**config.mk**
```make
export PLATFORM = sky130hd
export DESIGN_NAME = source_sel_ctrl
export DESIGN_NICKNAME = d
export VERILOG_FILES = /design/src/rtl/source_sel_ctrl_pkg.sv /design/src/rtl/source_sel_ctrl_timing_measure.sv /design/src/rtl/source_sel_ctrl.sv
export SDC_FILE = /design/constraint.sdc
export NUM_CORES = 1
export LEC_CHECK = 0
export CAP_MARGIN = 15
export CORE_ASPECT_RATIO = 0.7
export CORE_MARGIN = 2
export CORE_UTILIZATION = 45
export CTS_BUF_LIST = sky130_fd_sc_hd__clkbuf_8
export CTS_CLUSTER_SIZE = 40
export DETAILED_ROUTE_END_ITERATION = 10
export PLACE_DENSITY = 0.66
export SETUP_SLACK_MARGIN = 0.3
export SLEW_MARGIN = 10
export SYNTH_ARGS = -nofsm -noshare
export SYNTH_HDL_FRONTEND = slang
export SYNTH_SLANG_ARGS = --single-unit
```
**constraint.sdc**
```tcl
create_clock -name iODCK -period 2.5 [get_ports iODCK]
set_input_delay 0.5 -clock iODCK [delete_from_list [all_inputs] [get_ports iODCK]]
set_output_delay 0.5 -clock iODCK [all_outputs]
set_load 0.02 [all_outputs]
```
**src/rtl/source_sel_ctrl_pkg.sv**
```systemverilog
// Shared definitions for the source select controller and the 1080p timing generator.
package source_sel_ctrl_pkg;

    // 1080p60 horizontal timing, in pixel clocks
    localparam int H_FRONT = 88;
    localparam int H_SYNC  = 44;
    localparam int H_BACK  = 148;
    localparam int H_ACT   = 1920;
    localparam int H_TOTAL = H_FRONT + H_SYNC + H_BACK + H_ACT;

    // 1080p60 vertical timing, in lines
    localparam int V_FRONT = 4;
    localparam int V_SYNC  = 5;
    localparam int V_BACK  = 36;
    localparam int V_ACT   = 1080;
    localparam int V_TOTAL = V_FRONT + V_SYNC + V_BACK + V_ACT;

    // Lock and loss-of-input defaults: loss is two full frames without VSYNC
    localparam int LOCK_FRAMES_DEF  = 3;
    localparam int TIMEOUT_CLKS_DEF = 2 * H_TOTAL * V_TOTAL;

    // Counter widths
    localparam int PIX_W  = 12;
    localparam int LINE_W = 11;
    localparam int TO_W   = 24;
    localparam int GOOD_W = 4;
    localparam int LOSS_W = 8;

    // Controller states; 2'b11 is unused and recovers to IDLE
    typedef enum logic [1:0] {
        IDLE   = 2'b00,
        HUNT   = 2'b01,
        LOCKED = 2'b10
    } selState_t;

endpackage

```
**src/rtl/source_sel_ctrl_timing_measure.sv**
```systemverilog
// Measures input DE/VSYNC timing and qualifies each input frame at its VSYNC rising edge.
// A frame is good when it was preceded by an arming VSYNC, every DE run was exactly
// hActive pixels wide, and it carried exactly vActive DE runs.
module source_sel_ctrl_timing_measure
    import source_sel_ctrl_pkg::*;
#(
    parameter int H_ACT        = 1920,
    parameter int V_ACT        = 1080,
    parameter int TIMEOUT_CLKS = 4950000
) (
    input  logic              clk,
    input  logic              reset,
    input  logic              de,
    input  logic              vsync,
    output logic              vsRise,
    output logic              good,
    output logic              timeout,
    output logic [PIX_W-1:0]  actPix,
    output logic [LINE_W-1:0] actLines
);

    localparam logic [PIX_W-1:0]  H_ACT_V = PIX_W'(H_ACT);
    localparam logic [LINE_W-1:0] V_ACT_V = LINE_W'(V_ACT);
    localparam logic [TO_W-1:0]   TO_LAST = TO_W'(TIMEOUT_CLKS - 1);

    logic              deD;
    logic              vsD;
    logic [PIX_W-1:0]  pixCnt;
    logic [PIX_W-1:0]  lastRun;
    logic [LINE_W-1:0] lineCnt;
    logic [TO_W-1:0]   toCnt;
    logic              frameBad;
    logic              armed;
    logic              deFall;
    logic              runBad;
    logic              toHit;

    assign vsRise  = vsync & ~vsD;
    assign deFall  = ~de & deD;
    assign runBad  = deFall & (pixCnt != H_ACT_V);
    assign toHit   = (toCnt == TO_LAST);
    // A VSYNC edge on the terminal count cycle wins over the timeout
    assign timeout = toHit & ~vsRise;
    assign good    = vsRise & armed & ~frameBad & (lineCnt == V_ACT_V);

    // Delayed copies of DE and VSYNC for edge detection
    always_ff @(posedge clk or negedge reset) begin
        if (!reset) begin
            deD <= 1'b0;
            vsD <= 1'b0;
        end else begin
            deD <= de;
            vsD <= vsync;
        end
    end

    // Pixel counter: counts the current DE run and is zero outside runs, so a run that
    // straddles VSYNC simply keeps counting into the new frame
    always_ff @(posedge clk or negedge reset) begin
        if (!reset) begin
            pixCnt  <= '0;
            lastRun <= '0;
        end else if (deFall) begin
            pixCnt  <= '0;
            lastRun <= pixCnt;
        end else if (de && (pixCnt != '1)) begin
            pixCnt  <= pixCnt + 1'b1;
        end
    end

    // Line counter and bad-run flag; a DE fall coinciding with VSYNC belongs to the new frame
    always_ff @(posedge clk or negedge reset) begin
        if (!reset) begin
            lineCnt  <= '0;
            frameBad <= 1'b0;
        end else if (vsRise) begin
            lineCnt  <= deFall ? LINE_W'(1) : '0;
            frameBad <= runBad;
        end else begin
            if (deFall && (lineCnt != '1)) begin
                lineCnt <= lineCnt + 1'b1;
            end
            if (runBad) begin
                frameBad <= 1'b1;
            end
        end
    end

    // Frame measurement snapshot and arming; a timeout disarms until the next VSYNC
    always_ff @(posedge clk or negedge reset) begin
        if (!reset) begin
            actPix   <= '0;
            actLines <= '0;
            armed    <= 1'b0;
        end else if (vsRise) begin
            actPix   <= lastRun;
            actLines <= lineCnt;
            armed    <= 1'b1;
        end else if (timeout) begin
            armed    <= 1'b0;
        end
    end

    // Loss-of-input counter: clocks since the last VSYNC edge, holding at the terminal count
    always_ff @(posedge clk or negedge reset) begin
        if (!reset) begin
            toCnt <= '0;
        end else if (vsRise) begin
            toCnt <= '0;
        end else if (!toHit) begin
            toCnt <= toCnt + 1'b1;
        end
    end

endmodule

```
**src/rtl/source_sel_ctrl.sv**
```systemverilog
// Frame-synchronous source controller: locks onto the input after LOCK_FRAMES good frames
// and switches the output mux only at input VSYNC, on loss of input, or on reset.
module source_sel_ctrl
    import source_sel_ctrl_pkg::*;
#(
    parameter int H_ACT        = source_sel_ctrl_pkg::H_ACT,
    parameter int V_ACT        = source_sel_ctrl_pkg::V_ACT,
    parameter int LOCK_FRAMES  = LOCK_FRAMES_DEF,
    parameter int TIMEOUT_CLKS = TIMEOUT_CLKS_DEF
) (
    input  logic              iODCK,
    input  logic              reset,
    input  logic              iDE,
    input  logic              iVSYNC,
    input  logic              iForce,
    output logic              oSW,
    output logic              oLOCK,
    output logic [1:0]        oSTATE,
    output logic [PIX_W-1:0]  oActPix,
    output logic [LINE_W-1:0] oActLines,
    output logic [LOSS_W-1:0] oLossCnt
);

    localparam logic [GOOD_W-1:0] LOCK_LAST = GOOD_W'(LOCK_FRAMES - 1);

    logic              vsRise;
    logic              good;
    logic              timeout;
    selState_t         state;
    selState_t         stateNext;
    logic [GOOD_W-1:0] goodCnt;
    logic [GOOD_W-1:0] goodCntNext;
    logic [LOSS_W-1:0] lossCnt;
    logic [LOSS_W-1:0] lossCntNext;
    logic              lossInc;
    logic              swQ;
    logic              lockQ;

    source_sel_ctrl_timing_measure #(
        .H_ACT        (H_ACT),
        .V_ACT        (V_ACT),
        .TIMEOUT_CLKS (TIMEOUT_CLKS)
    ) uMeasure (
        .clk      (iODCK),
        .reset    (reset),
        .de       (iDE),
        .vsync    (iVSYNC),
        .vsRise   (vsRise),
        .good     (good),
        .timeout  (timeout),
        .actPix   (oActPix),
        .actLines (oActLines)
    );

    // Next-state, good-frame counting and loss accounting
    always_comb begin
        stateNext   = state;
        goodCntNext = goodCnt;
        lossInc     = 1'b0;
        if (timeout) begin
            stateNext   = IDLE;
            goodCntNext = '0;
            lossInc     = (state == LOCKED);
        end else begin
            case (state)
                IDLE: begin
                    if (vsRise) begin
                        stateNext   = HUNT;
                        goodCntNext = '0;
                    end
                end
                HUNT: begin
                    if (vsRise) begin
                        if (good && !iForce) begin
                            if (goodCnt == LOCK_LAST) begin
                                stateNext   = LOCKED;
                                goodCntNext = '0;
                            end else begin
                                goodCntNext = goodCnt + 1'b1;
                            end
                        end else begin
                            goodCntNext = '0;
                        end
                    end
                end
                LOCKED: begin
                    // good already implies vsRise, so test vsRise explicitly for the exit
                    if (vsRise && (!good || iForce)) begin
                        stateNext   = HUNT;
                        goodCntNext = '0;
                        lossInc     = 1'b1;
                    end
                end
                default: begin
                    stateNext   = IDLE;
                    goodCntNext = '0;
                end
            endcase
        end
        lossCntNext = (lossInc && (lossCnt != '1)) ? lossCnt + 1'b1 : lossCnt;
    end

    // State, counters and registered mux select / lock outputs
    always_ff @(posedge iODCK or negedge reset) begin
        if (!reset) begin
            state   <= IDLE;
            goodCnt <= '0;
            lossCnt <= '0;
            swQ     <= 1'b0;
            lockQ   <= 1'b0;
        end else begin
            state   <= stateNext;
            goodCnt <= goodCntNext;
            lossCnt <= lossCntNext;
            swQ     <= (stateNext == LOCKED);
            lockQ   <= (stateNext == LOCKED);
        end
    end

    assign oSW      = swQ;
    assign oLOCK    = lockQ;
    assign oSTATE   = state;
    assign oLossCnt = lossCnt;

endmodule

```
### After elaboration in Yosys (flattened, before gate mapping)

Cells that the tools add are included.
W data, S select, Z words.

* bitwise logic cells: 11
* muxes and demuxes: 28
* add/subtract/negate cells: 5
* eq/ne operators: 14
* reduce and logical (&&, ||, !) cells: 14

Operators with widths (number)
* $mux W24: 2
* $add A24 B1 Y24 const B: 1
* $eq A24 B23 Y1 const B: 1
* $mux W12: 2
* $mux W4: 6
* $mux W11: 2
* $add A12 B1 Y12 const B: 1
* $mux W2: 6
* $ne A12 B11 Y1 const B: 1
* $ne A12 B12 Y1 const B: 1
* $pmux W4 S3: 1
* $add A11 B1 Y11 const B: 1
* $eq A11 B11 Y1 const B: 1
* $ne A11 B11 Y1 const B: 1
* $ne A3 B2 Y1 const B: 3
* $add A8 B1 Y8 const B: 1
* $mux W1: 8
* $ne A8 B8 Y1 const B: 1
* $reduce_bool A2 Y1: 4
* $and A1 B1 Y1: 7
* $pmux W2 S3: 1
* $logic_and A1 B1 Y1: 5
* $add A4 B1 Y4 const B: 1
* $eq A2 B2 Y1 const B: 2
* 8 further kinds: 12

* word-level logic and storage cells: 86
* output and inout port bits: 35
* register bits: 101

### Longest topological paths before layout

* depth in word-level cells: 12
* mapped depth: 7
* depth with buffers taken out: 7

### By module

A second synthesis with hierarchy kept.

* cell total of the unflattened synthesis: 528
* area, all modules: 4986.0 um^2

Modules (own cells, without submodules)
* source_sel_ctrl_timing_measure: area an instance 4159.0 um^2, instances 1, cells each 447
* source_sel_ctrl: area an instance 827.0 um^2, instances 1, cells each 81

### Worst setup path before layout

Ideal clock, no wire load.

* path type: reg-to-reg
* start point: register uMeasure.toCnt[14]
* end point: register lossCnt[1] (netlist: oLossCnt[1])
* library setup time: 0.125 ns
* period minus slack after synthesis: 2.001 ns
* path slack: 0.499 ns
* arrival: 1.876 ns
* cell stages (with the launch flop): 7
* cells stage by stage: dfrtp_1 or4b_4 nor4_4 a21o_4 buf_6 nand2_4 mux2_4

* word-level cells in the longest chain between the ends: 4

RTL lines
* start: declaration: line source_sel_ctrl_timing_measure.sv:31 `logic [TO_W-1:0] toCnt;`
* start signal: assignment: line source_sel_ctrl_timing_measure.sv:111 `toCnt <= toCnt + 1'b1;`
* $eq A24 B23 Y1: line source_sel_ctrl_timing_measure.sv:41 `assign toHit = (toCnt == TO_LAST);`
* $and A1 B1 Y1: line source_sel_ctrl_timing_measure.sv:43 `assign timeout = toHit & ~vsRise;`
* $mux W1: line source_sel_ctrl.sv:60 `if (timeout) begin`
* $logic_and A1 B1 Y1: line source_sel_ctrl.sv:100 `lossCntNext = (lossInc && (lossCnt != '1)) ? lossCnt + 1'b1 : lossCnt;`
* end signal: assignment: line source_sel_ctrl.sv:114 `lossCnt <= lossCntNext;`
* end: declaration: line source_sel_ctrl.sv:33 `logic [LOSS_W-1:0] lossCnt;`

No other way between the ends.
A chain may end at the register's enable or synchronous reset.

### Final worst setup path

* start point: register uMeasure.toCnt[14]
* end point: register state[0] (netlist: oSTATE[0])

* word-level cells in the longest chain between the ends: 3

RTL lines
* $eq A24 B23 Y1: line source_sel_ctrl_timing_measure.sv:41
* $and A1 B1 Y1: line source_sel_ctrl_timing_measure.sv:43
* $mux W2: line source_sel_ctrl.sv:60
* named net stateNext[0]: line source_sel_ctrl.sv:30 `selState_t stateNext;`
* end signal: assignment: line source_sel_ctrl.sv:112 `state <= stateNext;`
* end: declaration: line source_sel_ctrl.sv:29 `selState_t state;`

The timed path passes the listed nets, and every way through them passes these cells.

==> results.json <==
{
  "fill_cells": 920,
  "die-height_um": 90.1,
  "skew_ps": 12.1,
  "synth_edf_count": 0,
  "hold_path_class": "input port to asynchronous set/reset pin",
  "numPortBuffers": 39,
  "grt_pass1_wl_mm": 16.4,
  "routabilityCongestion": 0.829,
  "wl_per_cell_um": 14.4,
  "mostFrequentLayoutCells": "nand2_1 (121), dfrtp_1 (100), clkdlybuf4s50_1 (38), nor2_1 (37), xnor2_1 (29)",
  "crit_start": "uMeasure.toCnt[14]$_DFFE_PN0N_",
  "cp_max_fo": 5,
  "arrival_ps": 2440,
  "final_nets": 555,
  "clock.fmax_mhz": 456,
  "holdWs_ps": 66.7,
  "die_w_um": 127,
  "finalMaxSlewViolations": 0,
  "drive_gt1_frac": 0.0951,
  "synth_fp_nets": 505,
  "synth.ff_latch_count": 101,
  "cts_buffers": 9,
  "drtAntennaViolNets": 0,
  "clk_path_buf_depth": 2,
  "vias": 3628,
  "grt.total_usage": 0.178,
  "setup_viol": 0,
  "synth.largest_area_cell": "dfrtp_1",
  "drv_cap": 0,
  "clockRootBuffer": "clkbuf_8",
  "drtIter0Drc": 175,
  "grt_max_degree": 43,
  "synth_cell_types": 55,
  "path_class": "flop to flop",
  "outcome": "complete, no violations",
  "cp.required_ps": 2750,
  "area_growth_pct": 17.7,
  "grt.overflow.total": 0,
  "fin_util": 0.544,
  "dpl.hpwl_mm": 6.62,
  "irDropWorstVdd_mv": 0.355,
  "hold_viol": 0,
  "leakage_uw": 0.00264,
  "worst_slew_pin_slew_ps": 697,
  "path_clk_slew_ps": 100,
  "critPathMostFrequentCell": "buf_4",
  "rsz0062_at_grt": "true",
  "routed_wl_mm": 9.78,
  "timing.final.crit_share": 0.876,
  "synthFlopType": "dfrtp_1",
  "slowest_delay_ps": 560,
  "crit_chain": "or4b_4 > nor4_4 > buf_4 > nand4_1 > buf_4 > a21oi_1 > a221oi_1",
  "crit_buf_inv": 2,
  "slowest_stage": "or4b_4",
  "grt_antenna_before_repair": 0,
  "synth.top_cell.area_share": 0.530,
  "dieArea_um2": 11400,
  "rows": 31,
  "fin_crit_ps": 2190,
  "critPathLaunchType": "flop",
  "fin_tns_setup_ps": 0,
  "postSynthAreaPerCell_um2": 9.69,
  "vias_per_cell": 5.34,
  "tritoncts": "done",
  "crit_family": "simple AND/OR/NAND/NOR gates",
  "cp-end-kind": "flop",
  "core_region_area_um2": 10300,
  "yosys-top-cells-area": "dfrtp_1 (53%), nand2_1 (9.5%), xnor2_1 (5.3%)",
  "max-slew-margin-rel": 0.535,
  "regArea_um2": 2530,
  "synth_area_um2": 4770,
  "grt_pass1_vias": 3312,
  "yosys_warnings": 0,
  "p_per_area_nw_per_um2": 577,
  "synth_cells": 492,
  "start_util": 0.462,
  "drt-pass1-iter-count": 5,
  "top_level_ports": 40,
  "cts_sinks": 101,
  "ys_async_sr_fraction": 1.00,
  "final_common_cell": "nand2_1",
  "multiInputGateArea_um2": 2150,
  "yosysSeqAreaShare": 0.530,
  "r2r_start": "uMeasure.toCnt[14]$_DFFE_PN0N_",
  "clk_latency_ps": 380,
  "drc": 0,
  "r2r_slack_ps": 310,
  "diodes": 0,
  "htreeDepth": 3
}
-- timing repair --
| item | CTS | global route |
|---|---|---|
| gates resized for setup | 0 | 3 |
| buffers inserted | 0 | 9 |
| endpoints found under the setup margin | 0 | 13 |
| hold buffers | 0 | 0 |
-- cell usage after synthesis (all sizes together), types with 4 or more instances --
cell    number
xnor2       29
buf          5
nand2b       5
xor2         4
nor2        37
inv         11
nor3        15
clkbuf      14
nor4         5
nand2      122
a21o         4
nand3       18
and3        13
a21oi       14
dfrtp      101
o21ai       19
or3          7
and4         7
ha           8
nand4       10
-- logic make-up (layout without fill, tap and decap cells) --
family                     Yosys count  in the layout  synth area share
and+or+nand+nor                    257            257             0.270
adders and majority gates            8              8            0.0210
muxes                                4              4           0.00945
buffers and inverters               30             84            0.0260
DFF                                101            101             0.530
AOI/OAI and AO/OA                   59             60            0.0829
xor gates and xnor gates            33             33            0.0606
-- layout make-up --
| type | instances | area share |
|---|---|---|
| timing repair buffer | 57 | 0.0955 |
| inverter | 11 | 0.00736 |
| multi-input combinational | 362 | 0.383 |
| clock buffer | 9 | 0.0221 |
| clock inverter | 7 | 0.0118 |
| sequential | 101 | 0.451 |
| tap | 132 | 0.0294 |
-- report_power, final --
| part | internal [µW] | total (µW) | switching, µW | leakage [µW] |
|---|---|---|---|---|
| registers | 1740 | 1850 | 108 | 0.00136 |
| clock network | 386 | 997 | 611 | 0.0000953 |
| logic | 165 | 389 | 224 | 0.00118 |
| total | 2290 | 3230 | 943 | 0.00264 |
-- layer usage --
layer	vias to the layer above	wire length [µm]	track usage	share of wire
met3	8	327	0.0458	0.033
met1	1745	5300	0.276	0.54
li1	1807	-	-	-
met5	-	0	0	0
met2	68	4050	0.245	0.41
met4	0	94	0.0513	0.0096
-- registers in the layout, summed over array words and instances, names as in the netlist --
name,flops
uMeasure.actLines,11
uMeasure.lastRun,12
uMeasure.lineCnt,11
oLossCnt,8
uMeasure.pixCnt,12
goodCnt,4
uMeasure.toCnt,24
oLOCK,1
uMeasure.vsD,1
uMeasure.deD,1
uMeasure.armed,1
uMeasure.frameBad,1
oSTATE,2
uMeasure.actPix,12
-- worst register-to-register path, stage by stage, from the launching register on --
cell and delay (ps):
dfrtp_1 420, or4b_4 560, nor4_4 430, buf_4 180, nand4_1 100, buf_4 180, a21oi_1 140, a221oi_1 60
-- through the flow --
step	setup WS, ps	total power (µW)	area, µm²	instances
finish	309	3230	5610	679
global route	234	3410	5610	679
CTS	339	3280	5520	669
detailed placement	202	2270	5330	653
global placement	199	2250	5330	653
floorplan	499	2080	4770	492
-- final timing paths --
path | end | cells after the start
max | oSTATE[0]$_DFF_PN0_ | 7
max in group asynchronous | uMeasure.lineCnt[2]$_DFFE_PN0P_ | 2
max reg2reg | oSTATE[0]$_DFF_PN0_ | 7
min in group iODCK | uMeasure.actPix[9]$_DFFE_PN0N_ | 2
min | uMeasure.toCnt[17]$_DFFE_PN0N_ | 1
min reg2reg | uMeasure.actPix[9]$_DFFE_PN0N_ | 2
No activity file was read; power rests on OpenSTA's default activity.
